<file path="src/rtl/alu_pkg.sv">
// Shared defaults and configuration check for the skewed pipelined adder/subtractor.
package alu_pkg;

  localparam int DEFAULT_WIDTH  = 32;
  localparam int DEFAULT_STAGES = 4;

  function automatic bit cfg_ok(input int width, input int stages);
    return (width >= 2) && (stages >= 1) && ((width % stages) == 0);
  endfunction

endpackage

</file>
<file path="src/rtl/adder_segment.sv">
// Combinational SEG-bit ripple adder; also exposes the carry into the segment MSB
// so the final stage can form signed overflow.
module adder_segment #(
  parameter int SEG = 8
) (
  input  logic [SEG-1:0] a,
  input  logic [SEG-1:0] b,
  input  logic           cin,
  output logic [SEG-1:0] sum,
  output logic           cout,
  output logic           cmsb
);

  logic [SEG:0] carry;

  always_comb begin
    sum      = '0;
    carry    = '0;
    carry[0] = cin;
    for (int i = 0; i < SEG; i++) begin
      sum[i]       = a[i] ^ b[i] ^ carry[i];
      carry[i+1]   = (a[i] & b[i]) | (carry[i] & (a[i] ^ b[i]));
    end
  end

  assign cout = carry[SEG];
  assign cmsb = carry[SEG-1];

endmodule

</file>
<file path="src/rtl/pipelined_addsub.sv">
// Skewed pipelined add/subtract: stage k adds slice k, carrying untouched operand
// slices and finished sum slices forward, with per-stage valid/ready flow control.
module pipelined_addsub
  import alu_pkg::*;
#(
  parameter int WIDTH  = DEFAULT_WIDTH,
  parameter int STAGES = DEFAULT_STAGES
) (
  input  logic             clk,
  input  logic             rst_n,
  input  logic             in_valid,
  output logic             in_ready,
  input  logic [WIDTH-1:0] a,
  input  logic [WIDTH-1:0] b,
  input  logic             sub,
  input  logic             cin,
  output logic             out_valid,
  input  logic             out_ready,
  output logic [WIDTH-1:0] sum,
  output logic             cout,
  output logic             ovf,
  output logic             zero
);

  localparam int SEG = WIDTH / STAGES;

  if (!cfg_ok(WIDTH, STAGES)) begin : g_cfg_check
    $error("pipelined_addsub: WIDTH must be >= 2 and divisible by STAGES");
  end

  logic [STAGES-1:0] vld;
  logic [STAGES-1:0] adv;
  logic [STAGES-1:0] load;

  logic [WIDTH-1:0]  b_eff;
  logic              cin_eff;

  logic [WIDTH-1:0]  src_a  [STAGES];
  logic [WIDTH-1:0]  src_b  [STAGES];
  logic [WIDTH-1:0]  src_p  [STAGES];
  logic [STAGES-1:0] src_c;

  logic [WIDTH-1:0]  pipe_a [STAGES];
  logic [WIDTH-1:0]  pipe_b [STAGES];
  logic [WIDTH-1:0]  pipe_p [STAGES];
  logic [STAGES-1:0] pipe_c;

  assign b_eff   = sub ? ~b : b;
  assign cin_eff = sub | cin;

  // Ready ripples back from out_ready: a stage can take new data if it is empty
  // or its own content is moving on this cycle.
  always_comb begin
    logic room;
    adv  = '0;
    load = '0;
    room = out_ready;
    for (int k = STAGES - 1; k >= 0; k--) begin
      adv[k] = vld[k] & room;
      room   = ~vld[k] | adv[k];
    end
    in_ready = room;
    load[0]  = in_valid & room;
    for (int k = 1; k < STAGES; k++) begin
      load[k] = adv[k-1];
    end
  end

  always_ff @(posedge clk or negedge rst_n) begin
    if (!rst_n) vld <= '0;
    else        vld <= load | (vld & ~adv);
  end

  assign out_valid = vld[STAGES-1];

  for (genvar k = 0; k < STAGES; k++) begin : g_stage
    logic [SEG-1:0]   seg_sum;
    logic             seg_cout;
    logic             seg_cmsb;
    logic [WIDTH-1:0] next_p;

    if (k == 0) begin : g_first
      assign src_a[k] = a;
      assign src_b[k] = b_eff;
      assign src_p[k] = '0;
      assign src_c[k] = cin_eff;
    end else begin : g_next
      assign src_a[k] = pipe_a[k-1];
      assign src_b[k] = pipe_b[k-1];
      assign src_p[k] = pipe_p[k-1];
      assign src_c[k] = pipe_c[k-1];
    end

    adder_segment #(.SEG(SEG)) u_seg (
      .a    (src_a[k][k*SEG +: SEG]),
      .b    (src_b[k][k*SEG +: SEG]),
      .cin  (src_c[k]),
      .sum  (seg_sum),
      .cout (seg_cout),
      .cmsb (seg_cmsb)
    );

    always_comb begin
      next_p                  = src_p[k];
      next_p[k*SEG +: SEG]    = seg_sum;
    end

    if (k < STAGES - 1) begin : g_mid
      logic [WIDTH-1:0] a_q;
      logic [WIDTH-1:0] b_q;
      logic [WIDTH-1:0] p_q;
      logic             c_q;

      always_ff @(posedge clk) begin
        if (load[k]) begin
          a_q <= src_a[k];
          b_q <= src_b[k];
          p_q <= next_p;
          c_q <= seg_cout;
        end
      end

      assign pipe_a[k] = a_q;
      assign pipe_b[k] = b_q;
      assign pipe_p[k] = p_q;
      assign pipe_c[k] = c_q;
    end else begin : g_last
      // Final stage registers the visible result so it holds while stalled.
      always_ff @(posedge clk or negedge rst_n) begin
        if (!rst_n) begin
          sum  <= '0;
          cout <= 1'b0;
          ovf  <= 1'b0;
          zero <= 1'b0;
        end else if (load[k]) begin
          sum  <= next_p;
          cout <= seg_cout;
          ovf  <= seg_cmsb ^ seg_cout;
          zero <= (next_p == '0);
        end
      end

      assign pipe_a[k] = '0;
      assign pipe_b[k] = '0;
      assign pipe_p[k] = '0;
      assign pipe_c[k] = 1'b0;
    end
  end

endmodule

</file>
<file path="config.mk">
export PLATFORM = sky130hd
export DESIGN_NAME = pipelined_addsub
export DESIGN_NICKNAME = d
export VERILOG_FILES = /design/src/rtl/alu_pkg.sv /design/src/rtl/adder_segment.sv /design/src/rtl/pipelined_addsub.sv
export SDC_FILE = /design/constraint.sdc
export NUM_CORES = 1
export LEC_CHECK = 0
export CAP_MARGIN = 20
export CORE_UTILIZATION = 45
export CTS_CLUSTER_SIZE = 30
export DETAILED_ROUTE_END_ITERATION = 16
export GPL_TIMING_DRIVEN = 1
export PLACE_DENSITY_LB_ADDON = 0.1
export RECOVER_POWER = 50
export SETUP_SLACK_MARGIN = 0.02
export SYNTH_ARGS = -nofsm -noshare
export SYNTH_HDL_FRONTEND = slang
export SYNTH_HIERARCHICAL = 1
export SYNTH_SLANG_ARGS = --single-unit
</file>
<file path="constraint.sdc">
create_clock -name clk -period 5.1 [get_ports clk]
set_input_delay 1.02 -clock clk [delete_from_list [all_inputs] [get_ports clk]]
set_output_delay 1.02 -clock clk [all_outputs]
set_load 0.02 [all_outputs]
</file>
==> impl_metrics.yaml <==
clock_tree:
  clock-sinks: 186
  cts_htree_levels: 4
  root_buffer: "clkbuf_16"
  insertion_delay_ns: 0.42
  path_clk_slew_ns: 0.06
  cts.path.max_buffers: 2
  cts_setup_buffers: 0
  cts_buffers: 17
  cts_tree: "done"
  cts_resized: 0
  hold_buffers: 0
yosys:
  syn_nets: 461
  synthDistinctLibCells: 25
  yosysWarnings: 6
  ys_seq_area_share_pct: 74.7
  avgSynthCellArea_sq_um: 20.1
  synth_top_area_share_pct: 61.2
  netlist_area_sq_mm: 0.00721
  yosysTopAreaCell: "edfxtp_1"
  yosys-top-cells-area: "edfxtp_1 (61%), dfrtp_1 (14%), fa_1 (8.9%)"
  syn-instance-count: 359
  synth-seq-cells: 186
timing:
  hold_viol_final: 0
  max_freq_mhz: 218
  slew_viol_final: 82
  setup-tns-final_ns: 0
  relSlewSlack_pct: -49.4
  period_needed_ns: 4.59
  rsz0062_at_grt: "false"
  tightestPinTransition_ns: 2.24
  skew_ns: 0.00939
  setup_viol: 0
  setup_slack_ns: 0.512
  fin_crit_sh_pct: 90.0
min_path:
  hold_path.class: "reg2reg"
grt:
  grt_overflow_total: 0
  antenna_found_initial: 0
  use_met1_pct: 17.0
  grt_max_degree: 50
  busiest_layer: "met2"
  grt_first_pass_wirelength_um: 16600
  gr-usage-met3_pct: 5.20
  grt_pass1_vias: 3311
  met2_usage_pct: 23.2
  grt_usage_pct: 14.1
final_layout:
  antenna_cells: 0
  seqCellArea_sq_mm: 0.00539
  final_util_pct: 58.6
  final_cells: 704
  final_nets: 582
  drive_gt1_share_pct: 14.0
  syn_to_final_growth_pct: 25.3
  multi_input_comb_area_sq_mm: 0.00159
  nFillCells: 1209
worst_setup_path:
  r2r_slack_ns: 0.94
  start_kind: "primary input"
  cp-end-kind: "register"
  path_class: "in2reg"
  cp_data_arrival_time_ns: 4.75
  crit_required_ns: 5.26
  cp_max_fo: 1
detailed_routing:
  drt_first_pass_iters: 4
  first_iter_violations: 140
  ant_nets: 0
  routed_wl_um: 10400
  vias_per_cell: 4.54
  drcViolationCount: 0
  num_vias: 3195
  wire_per_inst_um: 14.8
outcome:
  status: "finished, violations left"
  violations: "capacitance limit, slew limit"
floorplan:
  dieArea_sq_mm: 0.0165
  rows: 45
  coreArea_sq_mm: 0.0154
  initial_core_util_pct: 46.7
  ios: 107
  die_x_um: 129
  die_height_um: 129
placement:
  dp.cells: 671
  portBuffers: 106
  dp_hpwl_um: 7280
  gp_congestion: 0.807
  post-place-ws_ns: 0.165
power:
  leakage_nw: 3.48
  max-vdd-ir-drop_v: 0.000225
  power_density_mw_per_mm2: 456
run:
  drv_cap: 2
## cell usage after synthesis, drive strengths merged
cell / number
a21boi: 1
a21o: 1
and2: 2
buf: 7
clkbuf: 1
dfrtp: 39
edfxtp: 147
fa: 32
inv: 41
mux2: 33
nand2b: 3
nand3: 1
nand4: 3
nor2b: 1
nor4: 8
o21ai: 3
o31ai: 1
or2: 2
xnor2: 1
xor2: 32
## layout by cell type (no fill, tap or decap), drive strengths merged, types with 4 or more instances in the layout
| cell | count |
|---|---|
| clkbuf | 25 |
| clkdlybuf4s50 | 78 |
| clkinv | 4 |
| dfrtp | 39 |
| dlygate4sd3 | 26 |
| edfxtp | 147 |
| fa | 32 |
| inv | 43 |
| mux2 | 33 |
| nor4 | 8 |
| xor2 | 32 |
## layout make-up
class | instances | area share [%]
Tap cell | 211 | 2.92
Clock buffer | 22 | 5.13
Clock inverter | 10 | 1.02
Multi-Input combinational cell | 124 | 17.6
Inverter | 41 | 1.70
Sequential cell | 186 | 59.6
Timing Repair Buffer | 110 | 12.0
## worst paths after layout
| kind | start | to | cells after the start |
|---|---|---|---|
| max | b[0] | g_stage[0].g_mid.p_q[7] | 14 |
| min | g_stage[1].g_mid.p_q[5] | g_stage[2].g_mid.p_q[5] | 0 |
| max reg2reg | g_stage[2].g_mid.a_q[24] | zero | 15 |
| min reg2reg | g_stage[1].g_mid.p_q[5] | g_stage[2].g_mid.p_q[5] | 0 |
| max in group asynchronous | rst_n | sum[17] | 1 |
| min in group asynchronous | rst_n | sum[26] | 1 |
## layer usage
layer	wire [um]	share of wire, %	up-vias
met4	167	1.6	0
li1	-	-	1502
met5	0	0	-
met1	4350	42	1585
met2	5350	51	91
met3	557	5.3	17
## power breakdown
part	internal (mW)	total (mW)	switching, mW
sequential	1.96	2.08	0.127
clock	0.699	1.23	0.532
combinational	0.430	0.810	0.380
## registers in the layout (all words and copies together) (netlist names)
name and flops:
cout 1, ovf 1, vld 4, g_stage.g_mid.b_q 48, g_stage.g_mid.p_q 48, g_stage.g_mid.c_q 3
g_stage.g_mid.a_q 48, sum 32, zero 1
## worst max-delay path, stage by stage
cell and delay (ns):
dlygate4sd3_1 0.54, xor2_1 0.16, fa_1 0.46, inv_1 0.10, fa_1 0.17, inv_1 0.05
fa_1 0.38, fa_1 0.39, fa_1 0.39, fa_1 0.37, inv_1 0.08, fa_1 0.16
inv_1 0.05, fa_1 0.43
## kinds of logic after synthesis
family                     synth area share [%]
AOI/OAI and AO/OA                         0.521
and+or+nand+nor                            1.93
buffers and inverters                      3.31
adders and majority gates                  8.88
xor gates and xnor gates                   4.01
DFF                                        74.7
muxes                                      6.61
## per-stage QoR
step / instance area (sq um) / power, mW / hold slack [ns]
after floorplan: 7210 / 2.56 / 0.400
after global placement: 8480 / 2.92 / 0.402
after detailed placement: 8480 / 2.95 / 0.405
after CTS: 9030 / 4.18 / 0.415
after global routing: 9040 / 4.32 / 0.417
final: 9040 / 4.13 / 0.415
No activity file was read; power rests on OpenSTA's default activity.
